===== src/rtl/mmio_uart_pkg.sv =====
// Shared register map, status bit positions, FSM state types and the bit-period
// helper for the memory-mapped UART.
package mmio_uart_pkg;

  localparam logic [1:0] UART_DATA   = 2'd0;
  localparam logic [1:0] UART_STATUS = 2'd1;
  localparam logic [1:0] UART_DIV    = 2'd2;

  localparam int ST_TXFULL     = 0;
  localparam int ST_TXEMPTY    = 1;
  localparam int ST_TXBUSY     = 2;
  localparam int ST_RXVALID    = 3;
  localparam int ST_RXOVERRUN  = 4;
  localparam int ST_RXFRAMEERR = 5;

  typedef enum logic [1:0] {TIDLE = 2'd0, TSTART = 2'd1, TDATA = 2'd2, TSTOP = 2'd3} txState_t;
  typedef enum logic [1:0] {RIDLE = 2'd0, RSTART = 2'd1, RDATA = 2'd2, RSTOP = 2'd3} rxState_t;

  // Divisors below 2 would leave no room for a half-bit sample point.
  function automatic logic [15:0] bitPeriod(input logic [15:0] div);
    return (div < 16'd2) ? 16'd2 : div;
  endfunction

endpackage


===== src/rtl/mmio_uart_fifo.sv =====
// Synchronous FIFO with extra-bit pointers; a push on a full FIFO succeeds only
// when a pop happens in the same cycle.
module sync_fifo #(
  parameter int WIDTH = 8,
  parameter int DEPTH = 4
) (
  input  logic             clk,
  input  logic             rst,
  input  logic             push,
  input  logic             pop,
  input  logic [WIDTH-1:0] din,
  output logic             full,
  output logic             empty,
  output logic [WIDTH-1:0] head
);
  localparam int AW = $clog2(DEPTH);

  logic [WIDTH-1:0] mem [DEPTH];
  logic [AW:0]      wrPtr;
  logic [AW:0]      rdPtr;
  logic             doPush;
  logic             doPop;

  assign doPop  = pop & ~empty;
  assign doPush = push & (~full | doPop);
  assign empty  = (wrPtr == rdPtr);
  assign full   = (wrPtr[AW] != rdPtr[AW]) && (wrPtr[AW-1:0] == rdPtr[AW-1:0]);
  assign head   = mem[rdPtr[AW-1:0]];

  // Pointer update
  always_ff @(posedge clk or negedge rst) begin
    if (!rst) begin
      wrPtr <= '0;
      rdPtr <= '0;
    end else begin
      if (doPush) wrPtr <= wrPtr + {{AW{1'b0}}, 1'b1};
      if (doPop)  rdPtr <= rdPtr + {{AW{1'b0}}, 1'b1};
    end
  end

  // Storage write
  always_ff @(posedge clk) begin
    if (doPush) mem[wrPtr[AW-1:0]] <= din;
  end

endmodule


===== src/rtl/mmio_uart.sv =====
// Memory-mapped 8N1 UART: DATA/STATUS/DIVISOR registers with zero-latency reads,
// FIFO-buffered transmitter and single-register receiver.
module mmio_uart
  import mmio_uart_pkg::*;
#(
  parameter logic [31:0] BASE      = 32'h0000_F000,
  parameter int          DEPTH     = 4,
  parameter logic [15:0] DIV_RESET = 16'd868
) (
  input  logic        clk,
  input  logic        rst,
  input  logic [31:0] memAddr,
  input  logic [15:0] memWrite,
  input  logic        memRE,
  input  logic        memWE,
  output logic        sel,
  output logic [15:0] rdata,
  output logic        txd,
  input  logic        rxd
);
  logic [1:0]  regOff;
  logic        rdAcc, wrAcc, dataRd, dataWr, statusWr, divWr;
  logic [15:0] divisor;
  logic [15:0] statusWord;

  logic        txFull, txEmpty, txPop, txTick;
  logic [7:0]  fifoHead;
  txState_t    txState;
  logic [15:0] txCnt, txPeriod;
  logic [7:0]  txShift;
  logic [2:0]  txBit;

  logic        rxS1, rxS2, rxPrev, rxFall, rxTick, rxHalf;
  rxState_t    rxState;
  logic [15:0] rxCnt, rxPeriod;
  logic [7:0]  rxShift, rxByte;
  logic [2:0]  rxBit;
  logic        rxValid, rxOverrun, rxFrameErr;

  // Only the low two bits matter once sel confirms the address is in range.
  assign sel      = (memAddr >= BASE) && (memAddr <= BASE + 32'd2);
  assign regOff   = memAddr[1:0] - BASE[1:0];
  assign rdAcc    = sel & memRE;
  assign wrAcc    = sel & memWE;
  assign dataRd   = rdAcc && (regOff == UART_DATA);
  assign dataWr   = wrAcc && (regOff == UART_DATA);
  assign statusWr = wrAcc && (regOff == UART_STATUS);
  assign divWr    = wrAcc && (regOff == UART_DIV);

  // STATUS word assembly
  always_comb begin
    statusWord                = 16'h0000;
    statusWord[ST_TXFULL]     = txFull;
    statusWord[ST_TXEMPTY]    = txEmpty;
    statusWord[ST_TXBUSY]     = (txState != TIDLE);
    statusWord[ST_RXVALID]    = rxValid;
    statusWord[ST_RXOVERRUN]  = rxOverrun;
    statusWord[ST_RXFRAMEERR] = rxFrameErr;
  end

  // Combinational read mux
  always_comb begin
    rdata = 16'h0000;
    if (rdAcc) begin
      case (regOff)
        UART_DATA:   rdata = {8'h00, rxByte};
        UART_STATUS: rdata = statusWord;
        UART_DIV:    rdata = divisor;
        default:     rdata = 16'h0000;
      endcase
    end else begin
      rdata = 16'h0000;
    end
  end

  // DIVISOR register
  always_ff @(posedge clk or negedge rst) begin
    if (!rst) divisor <= DIV_RESET;
    else if (divWr) divisor <= memWrite;
  end

  sync_fifo #(.WIDTH(8), .DEPTH(DEPTH)) txFifo (
    .clk   (clk),
    .rst   (rst),
    .push  (dataWr),
    .pop   (txPop),
    .din   (memWrite[7:0]),
    .full  (txFull),
    .empty (txEmpty),
    .head  (fifoHead)
  );

  // A pop at the end of a stop bit chains the next frame with no idle gap.
  assign txTick = (txCnt == txPeriod - 16'd1);
  assign txPop  = ((txState == TIDLE) || ((txState == TSTOP) && txTick)) && !txEmpty;

  // Transmit FSM and baud counter
  always_ff @(posedge clk or negedge rst) begin
    if (!rst) begin
      txState  <= TIDLE;
      txd      <= 1'b1;
      txCnt    <= 16'd0;
      txPeriod <= 16'd2;
      txShift  <= 8'h00;
      txBit    <= 3'd0;
    end else begin
      case (txState)
        TIDLE: begin
          if (txPop) begin
            txState  <= TSTART;
            txd      <= 1'b0;
            txShift  <= fifoHead;
            txPeriod <= bitPeriod(divisor);
            txCnt    <= 16'd0;
          end
        end
        TSTART: begin
          if (txTick) begin
            txCnt   <= 16'd0;
            txd     <= txShift[0];
            txShift <= {1'b0, txShift[7:1]};
            txBit   <= 3'd0;
            txState <= TDATA;
          end else begin
            txCnt <= txCnt + 16'd1;
          end
        end
        TDATA: begin
          if (txTick) begin
            txCnt <= 16'd0;
            if (txBit == 3'd7) begin
              txd     <= 1'b1;
              txState <= TSTOP;
            end else begin
              txd     <= txShift[0];
              txShift <= {1'b0, txShift[7:1]};
              txBit   <= txBit + 3'd1;
            end
          end else begin
            txCnt <= txCnt + 16'd1;
          end
        end
        TSTOP: begin
          if (txTick) begin
            txCnt <= 16'd0;
            if (txPop) begin
              txState  <= TSTART;
              txd      <= 1'b0;
              txShift  <= fifoHead;
              txPeriod <= bitPeriod(divisor);
            end else begin
              txState <= TIDLE;
            end
          end else begin
            txCnt <= txCnt + 16'd1;
          end
        end
        default: begin
          txState <= TIDLE;
          txd     <= 1'b1;
        end
      endcase
    end
  end

  // rxd synchronizer plus one history flop for edge detection
  always_ff @(posedge clk or negedge rst) begin
    if (!rst) begin
      rxS1   <= 1'b1;
      rxS2   <= 1'b1;
      rxPrev <= 1'b1;
    end else begin
      rxS1   <= rxd;
      rxS2   <= rxS1;
      rxPrev <= rxS2;
    end
  end

  assign rxFall = rxPrev & ~rxS2;
  assign rxTick = (rxCnt == rxPeriod - 16'd1);
  assign rxHalf = (rxCnt == (rxPeriod >> 1) - 16'd1);

  // Receive FSM, holding register and error flags; completion overrides clears.
  always_ff @(posedge clk or negedge rst) begin
    if (!rst) begin
      rxState    <= RIDLE;
      rxCnt      <= 16'd0;
      rxPeriod   <= 16'd2;
      rxShift    <= 8'h00;
      rxBit      <= 3'd0;
      rxByte     <= 8'h00;
      rxValid    <= 1'b0;
      rxOverrun  <= 1'b0;
      rxFrameErr <= 1'b0;
    end else begin
      if (dataRd && rxValid) rxValid <= 1'b0;
      if (statusWr && memWrite[ST_RXOVERRUN]) rxOverrun <= 1'b0;
      if (statusWr && memWrite[ST_RXFRAMEERR]) rxFrameErr <= 1'b0;
      case (rxState)
        RIDLE: begin
          if (rxFall) begin
            rxState  <= RSTART;
            rxCnt    <= 16'd0;
            rxPeriod <= bitPeriod(divisor);
          end
        end
        RSTART: begin
          if (rxHalf) begin
            rxCnt   <= 16'd0;
            rxBit   <= 3'd0;
            rxState <= rxS2 ? RIDLE : RDATA;
          end else begin
            rxCnt <= rxCnt + 16'd1;
          end
        end
        RDATA: begin
          if (rxTick) begin
            rxCnt   <= 16'd0;
            rxShift <= {rxS2, rxShift[7:1]};
            if (rxBit == 3'd7) rxState <= RSTOP;
            else rxBit <= rxBit + 3'd1;
          end else begin
            rxCnt <= rxCnt + 16'd1;
          end
        end
        RSTOP: begin
          if (rxTick) begin
            rxCnt   <= 16'd0;
            rxState <= RIDLE;
            if (!rxS2) begin
              rxFrameErr <= 1'b1;
            end else if (!rxValid || dataRd) begin
              rxByte  <= rxShift;
              rxValid <= 1'b1;
            end else begin
              rxOverrun <= 1'b1;
            end
          end else begin
            rxCnt <= rxCnt + 16'd1;
          end
        end
        default: rxState <= RIDLE;
      endcase
    end
  end

endmodule

===== config.mk =====
export PLATFORM = sky130hd
export DESIGN_NAME = mmio_uart
export DESIGN_NICKNAME = d
export VERILOG_FILES = /design/src/rtl/mmio_uart_pkg.sv /design/src/rtl/mmio_uart_fifo.sv /design/src/rtl/mmio_uart.sv
export SDC_FILE = /design/constraint.sdc
export NUM_CORES = 1
export LEC_CHECK = 0
export ABC_AREA = 1
export CORE_MARGIN = 5
export CORE_UTILIZATION = 45
export CTS_BUF_LIST = sky130_fd_sc_hd__clkbuf_16
export CTS_CLUSTER_SIZE = 40
export DETAILED_ROUTE_END_ITERATION = 16
export PLACE_DENSITY_LB_ADDON = 0.12
export RECOVER_POWER = 100
export SLEW_MARGIN = 15
export SYNTH_ARGS = -nofsm -noshare
export SYNTH_HDL_FRONTEND = slang
export SYNTH_SLANG_ARGS = --single-unit

===== constraint.sdc =====
create_clock -name clk -period 5.5 [get_ports clk]
set_clock_uncertainty 0.2 [all_clocks]
set_input_delay 0.825 -clock clk [delete_from_list [all_inputs] [get_ports clk]]
set_output_delay 0.825 -clock clk [all_outputs]
set_load 0.01 [all_outputs]

# Yosys cells after proc, flatten, opt, wreduce, memory -nomap -nowiden
# Memory sizes are Yosys's and may differ from the RTL's.
# Index checks and enable logic that the tools add are counted.
op_classes:
  n_eq_ne: 28
  n_bitwise: 9
  n_mux: 63
  reduce_logical: 34
  addsub: 9
  n_lt_le_gt_ge: 3
ops:
  columns: ["operator", "n"]
  rows:
  - ["2-to-1 mux 16 bit", 9]
  - ["case mux 16 bit (3 select lines)", 2]
  - ["case mux 16 bit (2 select lines)", 2]
  - ["equality test 16 bit", 3]
  - ["2-to-1 mux 8 bit", 5]
  - ["adder 16 x 1 -> 16 bit (second input constant)", 2]
  - [">= comparator 32 x 16 -> 1 bit (second input constant)", 1]
  - ["less-or-equal comparator 32 x 16 -> 1 bit (second input constant)", 1]
  - ["case mux 8 bit (4 select lines)", 1]
  - ["subtractor 16 x 1 -> 16 bit (second input constant)", 2]
  - ["2-to-1 mux 1 bit", 22]
  - ["2-to-1 mux 2 bit", 11]
  - ["!= test 2 bit (second input constant)", 11]
  - ["2-to-1 mux 3 bit", 6]
  - ["less-than comparator 16 x 2 -> 1 bit (second input constant)", 1]
  - ["case mux 2 bit (4 select lines)", 2]
  - ["AND reduction 4 bit", 4]
  - ["subtractor 15 x 1 -> 16 bit (second input constant)", 1]
  - ["adder 3 x 1 -> 3 bit (second input constant)", 4]
  - ["case mux 3 bit (2 select lines)", 2]
  - ["logical AND 1 bit", 11]
  - ["equality test 2 bit (second input constant)", 5]
  - ["AND reduction 5 bit", 2]
  - ["nonzero test 2 bit", 4]
  - ["other kinds (17)", 32]
totals:
  inputBits: 53
  mem_count: 1
  ramBits: 32
  word_cells: 168
  register_bits: 127
memory_table:
  columns: ["name", "depth", "width", "read_ports", "rd_clocked_by_memory_dff", "write_ports", "line", "source"]
  rows:
  - ["txFifo.mem", 4, 8, 1, 0, 1, "mmio_uart_fifo.sv:18", "logic [WIDTH-1:0] mem [DEPTH];"]

# Longest topological paths before layout
# Gate-level depths: netlist (run 1).
logic_depth:
  word_depth: 10
  mapped_depth: 19
  depth_no_buf: 18

# By module
# Synthesis (run 1) repeated with hierarchy kept, for this count alone.
hier_totals:
  hier_cells: 1194
  area_unflattened_um2: 9384.0
by_module_without_submodules:
  columns: ["mod", "cells_per_inst", "instances", "area_per_inst_um2"]
  rows:
  - ["mmio_uart", 1057, 1, 7758.7]
  - ["sync_fifo", 137, 1, 1625.3]

# Worst setup path before layout (run 1)
# No wires, ideal clock.
synth_path:
  kind: "input port to output port"
  from: "in memAddr[18]"
  to: "out rdata[6]"
  arrival_time_ns: 2.119
  cell_stages: 6
  slack_ns: 2.356
  cell_sequence: "or2_1 -> nor4_1 -> nand2_1 -> nor2_4 -> nand3_1 -> o22ai_1"
synth_between:
  elab_chain_cells: 4
  word_cells_on_any_way: 5
  classes_between: "2 x order compare; 1 x mux; 1 x bitwise; 1 x reduce/logical"
synth_rtl:
  columns: ["element", "line", "source"]
  rows:
  - ["start, declared", "mmio_uart.sv:12", "input logic [31:0] memAddr,"]
  - [">= comparator 32 x 16 -> 1 bit or less-or-equal comparator 32 x 16 -> 1 bit (tied branches)", "mmio_uart.sv:41", "assign sel = (memAddr >= BASE) && (memAddr <= BASE + 32'd2);"]
  - ["logical AND 1 bit *", "mmio_uart.sv:41", null]
  - ["via sel", "mmio_uart.sv:16", "output logic sel,"]
  - ["AND 1 bit *", "mmio_uart.sv:43", "assign rdAcc = sel & memRE;"]
  - ["2-to-1 mux 16 bit *", "mmio_uart.sv:64", "if (rdAcc) begin"]
  - ["end, declared", "mmio_uart.sv:17", "output logic [15:0] rdata,"]
# Mark *: on every way through the listed nets, which the timed path passes. The rest lies on a longest branch.

# Worst setup path in the final report (run 1)
layout_path:
  from: "in memAddr[19]"
  to: "out rdata[7]"
layout_between:
  elab_chain_cells: 4
  word_cells_on_any_way: 5
  classes_between: "2 x order compare; 1 x mux; 1 x bitwise; 1 x reduce/logical"
layout_rtl:
  columns: ["element", "line"]
  rows:
  - [">= comparator 32 x 16 -> 1 bit or less-or-equal comparator 32 x 16 -> 1 bit (tied branches)", "mmio_uart.sv:41"]
  - ["logical AND 1 bit *", "mmio_uart.sv:41"]
  - ["AND 1 bit *", "mmio_uart.sv:43"]
  - ["2-to-1 mux 16 bit *", "mmio_uart.sv:64"]
# Every way passes the cells marked *; elsewhere a longest branch is shown, timed or not.

==> qor.txt, run 1 <==
===============================================================================
Top routing layer in use .........................................         met4
CP Launch Type ...................................................    input pin
CP Class ......................................................... input pin to output pin
Proportion of synthesized area in mux cells ......................        1.67%
Final TNS setup ..................................................         0 ns
Leakage ..........................................................      4.95 nW
Actual slew at the worst max-slew pin ............................      2.32 ns
Simple logic cell fraction of the synthesized area ...............        29.7%
Number of diodes added for antenna fixing ........................            0
Detailed Route Iter0 Violations ..................................          448
Violated checks .................................................. max-capacitance violations, max-slew violations
Power per cell area ..............................................  367 mW/mm^2
Via count of the first global-routing pass .......................         7433
Drt first pass iters .............................................            5
Post-route minimum period ........................................      4.65 ns
Maximum net fanout on the critical path ..........................           10
Effective utilization at floorplan ...............................        45.2%
Maximum clock rate ...............................................      215 MHz
First-pass GRT wire length .......................................      37.6 mm
Number of warnings printed during yosys synthesis ................            0
Critical path data required time .................................      4.47 ns
Std-Cell Core Area ...............................................  0.0208 mm^2
Ratio of final minimum period to clock period ....................        84.5%
Syn Area/Cell ....................................................    7.90 um^2
Worst-case clock buffer depth ....................................            2
Number of buffers added to fix hold violations after cts .........            0
Total of flip-flops plus latches after synthesis .................          159
Clock-pin slew on the worst setup and hold paths .................      0.07 ns
Synth Area in Adders .............................................        2.39%
Die H ............................................................       155 um
Num Clock Sinks ..................................................          159
Synthesized instance count .......................................         1191
Portion of the post-synthesis area used by sequential elements ...        44.1%
Max capacitance violation total ..................................            2
Worst setup path startpoint ......................................  memAddr[19]
Top FF cell, synth ............................................... sky130_fd_sc_hd__dfrtp_1
Reg2Reg Capture Point ............................................ txFifo.mem[0][7]$_DFFE_PP_
Total global routing track utilization ...........................        19.3%
Final weighted congestion of routability-driven global placement .        0.841
Post-Route WL ....................................................      22.8 mm
Die X-Extent .....................................................       155 um
Clk Tree Root Cell ............................................... sky130_fd_sc_hd__clkbuf_16
Clock tree from TritonCTS ........................................        built
Number of nets in the finished design ............................         1329
Capturing element of the worst setup path ........................     rdata[7]
Post-Route Utilization ...........................................        51.8%
Setup ws final ...................................................     0.855 ns
Met1 Wirelength ..................................................      10.7 mm
Worst slew slack as a fraction of its limit ......................       -54.4%
HPWL Detailed ....................................................      16.8 mm
Final routed DRC violation total .................................            0
Setup bufs post-CTS ..............................................            0
Clock buffers created by TritonCTS ...............................           17
Syn Nets .........................................................         1262
Vias per cell ....................................................         5.06
Row cnt ..........................................................           53
Vias after detailed routing ......................................         7825
Proportion of layout cells with a drive suffix above 1 ...........        6.69%
Fraction of the mapped netlist area in compound gates ............        10.0%
Largest net degree at the start of global routing ................           93
XOR/XNOR Fraction of Synth Area ..................................        5.40%
IO Count .........................................................           71
Met2 layer wire length in the routed design ......................      11.2 mm
Post-synth EDFFs .................................................           32
Met3 layer wire length in the routed design ......................       583 um
Hold violation count in the final report .........................            0
Worst hold slack .................................................     0.162 ns
Slack of the worst reg-to-reg path ...............................      1.27 ns
DIE AREA .........................................................  0.0239 mm^2
Depth of the worst register-to-register path .....................           16
RSZ-0062 raised after global routing .............................           no
Number of distinct library cells after synthesis .................           53
# port buffers ...................................................           70
Tightest Hold Check Type ......................................... flip-flop to flip-flop
Placement-stage worst setup slack ................................      1.14 ns
Worst-skew pair later-pin latency ................................      0.43 ns
Dominant combinational cell family by area after synthesis ....... simple AND/OR/NAND/NOR gates
FFs w/ async S/R, synth ..........................................        79.9%
Count of final max-slew check failures ...........................          130
Total of cells resized after clock tree synthesis ................            0
Post-synthesis to final-layout area growth .......................        14.5%
Routed Antenna Nets ..............................................            0
Global route overflow ............................................            0
Detail-routed net length per standard cell .......................      14.8 um
Startpoint of the worst-slack reg-to-reg timing path ............. txPeriod[0]$_DFFE_PN0P_
Critical path capture point type .................................   output pin
Antenna violations before repair .................................            0
Final-report setup violation count ...............................            0
Data arrival time of the worst path ..............................      3.62 ns
H-tree Lvls ......................................................            4
Worst-case vdd ir drop ...........................................     0.217 mV
Netlist area before placement .................................... 0.00941 mm^2
Outcome .......................................................... complete, but fails checks
===============================================================================
==> worst min-delay path by stage <==
stage,startpoint,to,slack [ns],cells after the start
floorplan,rxS1$_DFF_PN1_,rxS2$_DFF_PN1_,0.15,0
global placement,rxS1$_DFF_PN1_,rxS2$_DFF_PN1_,0.15,0
detailed placement,rxS1$_DFF_PN1_,rxS2$_DFF_PN1_,0.15,0
CTS,rxS1$_DFF_PN1_,rxS2$_DFF_PN1_,0.16,0
global route,rxS1$_DFF_PN1_,rxS2$_DFF_PN1_,0.18,0
finish,rxS1$_DFF_PN1_,rxS2$_DFF_PN1_,0.16,0
==> flip-flops by register name, indices dropped and copies added (netlist names), 2 cells and up, named ones only <==
signal	flops
txPeriod	16
txFifo.wrPtr	3
rxCnt	16
txState	2
txFifo.mem	32
rxByte	8
rxBit	3
txCnt	16
rxShift	8
rxPeriod	16
txFifo.rdPtr	3
txBit	3
divisor	16
txShift	8
==> placed cells by master (no fill, tap or decap), types with 8 or more instances in the layout <==
master	n
sky130_fd_sc_hd__nand2_1	334
sky130_fd_sc_hd__inv_1	131
sky130_fd_sc_hd__nor2_1	127
sky130_fd_sc_hd__dfrtp_1	116
sky130_fd_sc_hd__o21ai_0	97
sky130_fd_sc_hd__nand3_1	70
sky130_fd_sc_hd__xor2_1	41
sky130_fd_sc_hd__clkdlybuf4s50_1	41
sky130_fd_sc_hd__edfxtp_1	32
sky130_fd_sc_hd__dlygate4sd3_1	28
sky130_fd_sc_hd__nand4_1	26
sky130_fd_sc_hd__a21oi_1	21
sky130_fd_sc_hd__ha_1	18
sky130_fd_sc_hd__xnor2_1	17
sky130_fd_sc_hd__clkbuf_16	17
sky130_fd_sc_hd__o22ai_1	12
sky130_fd_sc_hd__nor4_1	11
sky130_fd_sc_hd__nor3_1	10
sky130_fd_sc_hd__dfstp_2	10
sky130_fd_sc_hd__nor2_2	9
sky130_fd_sc_hd__nand2_2	8
sky130_fd_sc_hd__nand3b_1	8
sky130_fd_sc_hd__mux2_2	8
==> Yosys cell counts (4+ instances only) <==
library cell               count  area [um^2]
sky130_fd_sc_hd__nor4_1       11         68.8
sky130_fd_sc_hd__nand4_1      26          163
sky130_fd_sc_hd__o31ai_1       6         45.0
sky130_fd_sc_hd__inv_1       129          484
sky130_fd_sc_hd__edfxtp_1     32          961
sky130_fd_sc_hd__nand3_2       6         60.1
sky130_fd_sc_hd__o21ai_1      14         70.1
sky130_fd_sc_hd__mux2_2        8         90.1
sky130_fd_sc_hd__mux2_1        6         67.6
sky130_fd_sc_hd__ha_1         18          225
sky130_fd_sc_hd__o21ai_0      81          405
sky130_fd_sc_hd__nor2_2       13         81.3
sky130_fd_sc_hd__nand3b_1      8         60.1
sky130_fd_sc_hd__a32o_1        7         70.1
sky130_fd_sc_hd__dfrtp_1     116         2900
sky130_fd_sc_hd__nor2_4        7         78.8
sky130_fd_sc_hd__buf_2         6         30.0
sky130_fd_sc_hd__dfstp_2      11          289
sky130_fd_sc_hd__nand2_2      11         68.8
sky130_fd_sc_hd__nand3_1      65          325
sky130_fd_sc_hd__o22ai_1      12         75.1
sky130_fd_sc_hd__nand2_4       4         45.0
sky130_fd_sc_hd__a21oi_1      21          105
sky130_fd_sc_hd__clkbuf_1     12         45.0
sky130_fd_sc_hd__or2_2         6         37.5
sky130_fd_sc_hd__nor3_1       10         50.1
sky130_fd_sc_hd__o21ai_2       7         61.3
sky130_fd_sc_hd__xnor2_1      17          149
sky130_fd_sc_hd__nor2_1      119          447
sky130_fd_sc_hd__nand2_1     327         1230
sky130_fd_sc_hd__xor2_1       41          359
==> power breakdown <==
group / internal (mW) / switching (mW) / leakage [nW]
registers: 1.31 / 0.120 / 1.98
clock network: 0.638 / 0.526 / 0.280
logic: 0.462 / 0.905 / 2.69
==> metal layers <==
metal / global-route usage, % / vias up
li1: - / 4040
met1: 25.7 / 3666
met2: 32.8 / 96
met3: 3.44 / 23
met4: 4.67 / 0
met5: 0 / -
==> cell type report <==
type                            instances  area (um^2)
Tap cell                              275          344
Timing Repair Buffer                   72          703
Multi-Input combinational cell        874         4500
Clock buffer                           17          425
Sequential cell                       159         4150
Inverter                              134          503
Fill cell                            2048        10000
Clock inverter                         15          149
==> kinds of logic (layout without fill, tap and decap cells) <==
kind of cell | Yosys count | count (layout)
compound gates | 162 | 162
xor+xnor | 58 | 58
fa+ha+maj | 18 | 18
buf+inv | 158 | 238
flops | 159 | 159
mux | 14 | 14
simple gates | 622 | 622
==> metrics by stage <==
| step | power (mW) | area [um^2] | cells |
|---|---|---|---|
| floorplan | 2.57 | 9410 | 1191 |
| global route | 4.25 | 10800 | 1546 |
| global placement | 2.88 | 10400 | 1514 |
| CTS | 4.08 | 10900 | 1546 |
| detailed placement | 2.90 | 10400 | 1514 |
| finish | 3.96 | 10800 | 1546 |
==> worst max-delay path, stage by stage <==
cell	delay, ns
sky130_fd_sc_hd__dlygate4sd3_1	0.56
sky130_fd_sc_hd__or2_0	0.23
sky130_fd_sc_hd__nor4_1	0.28
sky130_fd_sc_hd__nand2_1	0.08
sky130_fd_sc_hd__nor2_1	0.30
sky130_fd_sc_hd__nand3_1	0.43
sky130_fd_sc_hd__o22ai_1	0.25
sky130_fd_sc_hd__dlygate4sd3_1	0.66
Note: power is estimated with default switching activity, not from simulation.
==> inputs of run 2 (changes only) <==
==> constraint.sdc (replaced) <==
create_clock -name clk -period 4.8 [get_ports clk]
set_clock_uncertainty 0.2 [all_clocks]
set_input_delay 0.72 -clock clk [delete_from_list [all_inputs] [get_ports clk]]
set_output_delay 0.72 -clock clk [all_outputs]
set_load 0.01 [all_outputs]
==> run 2 against run 1 <==
  * Critical endpoint unchanged
  * Clock power increased by 20%
  * Utilization grew 0.29 points
  * Power up 16%
  * Routed wire length decreased by 1.3%
  * Global-route usage fell by 0.23 points
  * The run still ends with max-capacitance violations, max-slew violations left
  * Sequential share of layout area shrank 0.22 points
  * Final cell count rose by 0.13%
  * Die area stayed put
  * Sequential power up 15%
==> qor.txt, run 2 (same netlist as run 1, synthesis figures left out) <==
===============================================================================
Clk Tree Root Cell ............................................... sky130_fd_sc_hd__clkbuf_16
Maximum net fanout on the critical path ..........................           10   unchanged
Slack of the worst reg-to-reg path ...............................      0.69 ns   -0.58 ns
Number of nets in the finished design ............................         1331   +0.15%
Final weighted congestion of routability-driven global placement .        0.865   +2.9%
Via count of the first global-routing pass .......................         7476   +0.58%
Net load switching power .........................................      1.80 mW   +16%
Standard cell area after detailed placement ......................  0.0104 mm^2   +0.14%
Die X-Extent .....................................................       155 um   unchanged
Total of cells resized after clock tree synthesis ................            0   unchanged
Post-route minimum period ........................................      4.29 ns
Clock tree from TritonCTS ........................................        built
Tightest Hold Check Type ......................................... flip-flop to flip-flop
Fraction of power spent switching nets ...........................        39.0%   -0.16 points
Final routed DRC violation total .................................            0   unchanged
Number of diodes added for antenna fixing ........................            0   unchanged
Number of flip-flops in the largest register .....................           32   unchanged
Hold violation count in the final report .........................            0   unchanged
Outcome .......................................................... complete, but fails checks
Cell-internal power ..............................................      2.81 mW   +17%
Worst-case clock buffer depth ....................................            2   unchanged
Actual slew at the worst max-slew pin ............................      2.37 ns   +0.0566 ns
CP Launch Type ...................................................    input pin
Final TNS setup ..................................................         0 ns   unchanged
Die H ............................................................       155 um   unchanged
Leakage ..........................................................      4.97 nW   +0.52%
Leading cell types in the layout, fill and taps excluded ......... sky130_fd_sc_hd__nand2_1, sky130_fd_sc_hd__inv_1, sky130_fd_sc_hd__nor2_1, sky130_fd_sc_hd__dfrtp_1, sky130_fd_sc_hd__o21ai_0
Design area ......................................................  0.0108 mm^2   +0.57%
Violated checks .................................................. max-capacitance violations, max-slew violations
Most common cell after layout, fill and taps aside ............... sky130_fd_sc_hd__nand2_1
Critical path capture point type .................................   output pin
Detailed Route Iter0 Violations ..................................          344   -23%
Proportion of layout cells with a drive suffix above 1 ...........        7.15%   +0.46 points
# port buffers ...................................................           70   unchanged
RSZ-0062 raised after global routing .............................           no
Effective utilization at floorplan ...............................        45.2%   unchanged
Worst hold slack .................................................     0.164 ns   +0.00186 ns
IO Count .........................................................           71   unchanged
Num Clock Sinks ..................................................          159   unchanged
Vias after detailed routing ......................................         7783   -0.54%
Max capacitance violation total ..................................            2   unchanged
Share of power burned in combinational logic .....................        34.3%   -0.2 points
Clock buffers created by TritonCTS ...............................           17   unchanged
H-tree Lvls ......................................................            4   unchanged
Critical path data required time .................................      3.88 ns   -0.59 ns
Drt first pass iters .............................................            5   unchanged
Maximum clock rate ...............................................      233 MHz
Global route overflow ............................................            0   unchanged
Data arrival time of the worst path ..............................      3.37 ns   -0.25 ns
Worst-case vdd ir drop ...........................................     0.273 mV   +26%
Std-Cell Core Area ...............................................  0.0208 mm^2   unchanged
Setup ws final ...................................................     0.509 ns   -0.346 ns
Area occupied by multi-input gates ............................... 0.00451 mm^2   +0.25%
Largest net degree at the start of global routing ................           97   +4.3%
Antenna violations before repair .................................            0   unchanged
Storage cell area ................................................ 0.00415 mm^2   unchanged
Post-synthesis to final-layout area growth .......................        15.2%
DIE AREA .........................................................  0.0239 mm^2   unchanged
Detail-routed net length per standard cell .......................      14.6 um   -1.5%
Number of buffers added to fix hold violations after cts .........            0   unchanged
Power per cell area ..............................................  425 mW/mm^2   +16%
Post-Route WL ....................................................      22.5 mm   -1.3%
Placement-stage worst setup slack ................................     0.640 ns   -0.500 ns
HPWL Detailed ....................................................      16.9 mm   +0.22%
Setup bufs post-CTS ..............................................            0   unchanged
Reg power frac ...................................................        35.5%   -0.6 points
Final non-filler cell total ......................................         1548   +0.13%
Count of final max-slew check failures ...........................          130   unchanged
Post-Route Utilization ...........................................        52.1%   +0.29 points
Ratio of final minimum period to clock period ....................        89.4%
Final-report setup violation count ...............................            0   unchanged
Placed cells .....................................................         1516   +0.13%
PnR Total Power ..................................................      4.61 mW   +16%
Worst-skew pair later-pin latency ................................      0.43 ns   about the same
Row cnt ..........................................................           53   unchanged
Worst slew slack as a fraction of its limit ......................       -58.1%   -3.8 points
Routed Antenna Nets ..............................................            0   unchanged
Number of filler instances in the final layout ...................         2023   -1.2%
First-pass GRT wire length .......................................      37.1 mm   -1.2%
Total global routing track utilization ...........................        19.1%   -0.23 points
Vias per cell ....................................................         5.03   -0.67%
CP Class ......................................................... input pin to output pin
Clock-pin slew on the worst setup and hold paths .................      0.07 ns   about the same
Clock power share ................................................        30.2%   +0.8 points
===============================================================================
[run 2: layout make-up]
class,instances,area share (%)
Tap cell,275,3.17
Timing Repair Buffer,74,6.62
Clock buffer,18,4.15
Sequential cell,159,38.3
Multi-Input combinational cell,874,41.6
Inverter,134,4.64
Clock inverter,14,1.47
[run 2: worst paths after layout]
kind | endpoint | cells past startpoint | from
setup / recovery | rdata[7] | 8 | memAddr[18]
hold / removal | rxS2$_DFF_PN1_ | 0 | rxS1$_DFF_PN1_
setup reg to reg | txFifo.mem[0][0]$_DFFE_PP_ | 16 | txPeriod[0]$_DFFE_PN0P_
hold reg to reg | rxS2$_DFF_PN1_ | 0 | rxS1$_DFF_PN1_
max in group asynchronous | txBit[1]$_DFFE_PN0P_ | 2 | rst
min in group asynchronous | txCnt[15]$_DFFE_PN0P_ | 1 | rst
[run 2: per-layer routing]
layer	up-vias	wire, um	track usage, %
li1	4043	-	-
met1	3631	10600	25.4
met2	86	11100	32.1
met3	23	457	2.91
met4	0	386	5.89
met5	-	0	0
[run 2: worst max-delay path, cell delays in order]
cell and delay, ns:
sky130_fd_sc_hd__clkdlybuf4s50_1 0.43, sky130_fd_sc_hd__or2_0 0.25, sky130_fd_sc_hd__nor4_1 0.29, sky130_fd_sc_hd__nand2_1 0.08, sky130_fd_sc_hd__nor2_1 0.29, sky130_fd_sc_hd__nand3_1 0.42
sky130_fd_sc_hd__o22ai_1 0.22, sky130_fd_sc_hd__dlygate4sd3_1 0.66
[run 2: power groups by stage]
| stage | Combinational (mW) | Clock [mW] | Sequential [mW] |
|---|---|---|---|
| after floorplan | 1.35 | 0 | 1.60 |
| after global placement | 1.65 | 0 | 1.66 |
| after detailed placement | 1.67 | 0 | 1.66 |
| after CTS | 1.67 | 1.42 | 1.64 |
| after global routing | 1.81 | 1.48 | 1.66 |
| final | 1.58 | 1.39 | 1.64 |
==> inputs of run 3 (changes only) <==
--- a/config.mk
+++ b/config.mk
@@ -7,7 +7,7 @@
 export LEC_CHECK = 0
 export ABC_AREA = 1
 export CORE_MARGIN = 5
-export CORE_UTILIZATION = 45
+export CORE_UTILIZATION = 59
 export CTS_BUF_LIST = sky130_fd_sc_hd__clkbuf_16
 export CTS_CLUSTER_SIZE = 40
 export DETAILED_ROUTE_END_ITERATION = 16
==> run 3 against run 2 <==
  * The run still ends with max-capacitance violations, max-slew violations left
  * Non-clock buffer count is 1 higher
  * Utilization is 16 points higher
  * Setup slack better by 0.011 ns
  * Maximum frequency is 0.26% higher
  * Routed wire length is 3.3% lower
  * Die area is 22% lower
  * Count of clock-buffer cells in the layout is 1 lower
  * Register-to-register slack better by 0.07 ns
  * Sequential share of layout area is 0.32 points higher
  * First-iteration DRC count is 64% higher
  * Critical path type unchanged
==> qor.txt, run 3 (same netlist as run 1, synthesis figures left out) <==
==================================================================================
Outcome ............................................................. complete, but fails checks
Violated checks ..................................................... max-capacitance violations, max-slew violations
Actual slew at the worst max-slew pin ...............................      3.40 ns   +1.03 ns
IO Count ............................................................           71   unchanged
Num Clock Sinks .....................................................          159   unchanged
Number of buffers added to fix hold violations after cts ............            0   unchanged
Antenna violations before repair ....................................            0   unchanged
Slack of the worst reg-to-reg path ..................................      0.76 ns   +0.07 ns
Net load switching power ............................................      1.77 mW   -1.3%
Final weighted congestion of routability-driven global placement ....        0.882   +1.9%
Final TNS setup .....................................................         0 ns   unchanged
Leading cell types in the layout, fill and taps excluded ............ sky130_fd_sc_hd__nand2_1, sky130_fd_sc_hd__inv_1, sky130_fd_sc_hd__nor2_1, sky130_fd_sc_hd__dfrtp_1, sky130_fd_sc_hd__o21ai_0
Via count of the first global-routing pass ..........................         7596   +1.6%
Largest net degree at the start of global routing ...................           64   -34%
Std-Cell Core Area ..................................................  0.0158 mm^2   -24%
Post-Route WL .......................................................      21.8 mm   -3.3%
Die H ...............................................................       136 um   -12%
Setup ws final ......................................................     0.520 ns   +0.0111 ns
Worst-skew pair later-pin latency ...................................      0.42 ns   about the same
Final-report setup violation count ..................................            0   unchanged
Post-route minimum period ...........................................      4.28 ns   -0.0111 ns
Clk Tree Root Cell .................................................. sky130_fd_sc_hd__clkbuf_16
Placement-stage worst setup slack ...................................     0.698 ns   +0.0586 ns
Count of cell instances traversed by the critical path ..............            8   unchanged
Row cnt .............................................................           46   -13%
Vias after detailed routing .........................................         8023   +3.1%
Slowest stage cell on the critical path ............................. sky130_fd_sc_hd__dlygate4sd3_1
Critical path data required time ....................................      3.88 ns   about the same
Post-Route Utilization ..............................................        68.2%   +16 points
Routed Antenna Nets .................................................            0   unchanged
Ratio of final minimum period to clock period .......................        89.2%   -0.23 points
Effective utilization at floorplan ..................................        59.7%   +14 points
Family of cells with the greatest summed delay on the critical path . simple AND/OR/NAND/NOR gates
Max capacitance violation total .....................................            1   -1
Most common cell after layout, fill and taps aside .................. sky130_fd_sc_hd__nand2_1
Depth of the worst register-to-register path ........................           16   unchanged
Detailed Route Iter0 Violations .....................................          563   +64%
Reg power frac ......................................................        35.7%   +0.2 points
DIE AREA ............................................................  0.0186 mm^2   -22%
PnR Total Power .....................................................      4.59 mW   -0.41%
Clock buffers created by TritonCTS ..................................           17   unchanged
Setup bufs post-CTS .................................................            0   unchanged
Critical path capture point type ....................................   output pin
Hold violation count in the final report ............................            0   unchanged
HPWL Detailed .......................................................      16.2 mm   -4.2%
CP Launch Type ......................................................    input pin
Maximum clock rate ..................................................      234 MHz   +0.26%
First-pass GRT wire length ..........................................      36.8 mm   -0.93%
# port buffers ......................................................           70   unchanged
Standard cell area after detailed placement .........................  0.0103 mm^2   -0.68%
CP bufs+invs ........................................................            2   unchanged
Worst slew slack as a fraction of its limit .........................        -127%   -69 points
Number of cells on the worst hold path ..............................            0   unchanged
H-tree Lvls .........................................................            4   unchanged
Maximum net fanout on the critical path .............................           10   unchanged
Cell-internal power .................................................      2.82 mW   +0.15%
Tightest Hold Check Type ............................................ flip-flop to flip-flop
Worst-case clock buffer depth .......................................            2   unchanged
Number of nets in the finished design ...............................         1332   +0.075%
Die X-Extent ........................................................       136 um   -12%
Global route overflow ...............................................            0   unchanged
Number of diodes added for antenna fixing ...........................            0   unchanged
Final routed DRC violation total ....................................            0   unchanged
Fraction of power spent switching nets ..............................        38.7%   -0.35 points
Data arrival time of the worst path .................................      3.36 ns   about the same
CP Class ............................................................ input pin to output pin
Total global routing track utilization ..............................        24.7%   +5.6 points
Clock power share ...................................................        29.5%   -0.7 points
Power per cell area .................................................  427 mW/mm^2   +0.41%
Design area .........................................................  0.0108 mm^2   -0.82%
Total of cells resized after clock tree synthesis ...................            0   unchanged
Chain of cells forming the critical path ............................ clkdlybuf4s50_1, or2_0, nor4_1, nand2_1, nor2_1, nand3_1, o22ai_1, dlygate4sd3_1
Detail-routed net length per standard cell ..........................      14.6 um   +0.49%
Count of final max-slew check failures ..............................           64   -51%
Clock-pin slew on the worst setup and hold paths ....................      0.07 ns   about the same
Number of flip-flops in the largest register ........................           32   unchanged
Proportion of layout cells with a drive suffix above 1 ..............        6.99%   -0.16 points
Number of filler instances in the final layout ......................         1366   -32%
Clock tree from TritonCTS ...........................................        built
Drt first pass iters ................................................            6   +1
Post-synthesis to final-layout area growth ..........................        14.2%
RSZ-0062 raised after global routing ................................           no
Share of power burned in combinational logic ........................        34.8%   +0.5 points
Vias per cell .......................................................         5.38   +7.1%
Worst-case vdd ir drop ..............................................     0.350 mV   +28%
Worst path max stage delay ..........................................      0.66 ns   about the same
Leakage .............................................................      4.98 nW   +0.21%
==================================================================================
-- run 3: cell count changes in the layout (fill, tap and decap cells not counted), moves of 2 or more --
cell / delta
sky130_fd_sc_hd__inv_6: -2
sky130_fd_sc_hd__clkinv_2: +2
sky130_fd_sc_hd__inv_1: +2
sky130_fd_sc_hd__nor2_1: +2
-- run 3: area by class of cell --
class	instances	area, um^2	share of cell area (%)
inverter	134	503	4.68
multi-input combinational	874	4520	42.0
timing repair buffer	75	723	6.73
clock buffer	17	425	3.96
tap	216	270	2.51
clock inverter	15	163	1.51
sequential	159	4150	38.6
-- run 3: stage by stage --
stage / hold WS, ns / instances
2_1_floorplan: 0.145 / 1191
3_3_place_gp: 0.147 / 1458
3_5_place_dp: 0.154 / 1458
4_1_cts: 0.164 / 1490
5_1_grt: 0.176 / 1490
6_report: 0.166 / 1490
-- run 3: power by group through the flow --
stage	clock network, mW	logic (mW)	registers (mW)
after CTS	1.37	1.67	1.64
after global placement	0	1.62	1.66
final	1.35	1.60	1.64
after global routing	1.43	1.82	1.66
after floorplan	0	1.35	1.60
after detailed placement	0	1.65	1.66
-- run 3: final timing paths --
check / startpoint / to
setup / recovery: memAddr[18] / rdata[6]
hold / removal: rxS1$_DFF_PN1_ / rxS2$_DFF_PN1_
setup reg to reg: txPeriod[0]$_DFFE_PN0P_ / txFifo.mem[0][2]$_DFFE_PP_
hold reg to reg: rxS1$_DFF_PN1_ / rxS2$_DFF_PN1_
max in group asynchronous: rst / rxPeriod[2]$_DFFE_PN0P_
min in group asynchronous: rst / txCnt[14]$_DFFE_PN0P_
-- run 3: per-layer routing --
metal  vias up  GRT usage, %  part of all wire (%)
li1       4049             -                     -
met1      3768          33.2                    45
met2       173          41.0                    49
met3        33          4.22                   3.7
met4         0          7.56                   2.1
met5         -             0                     0
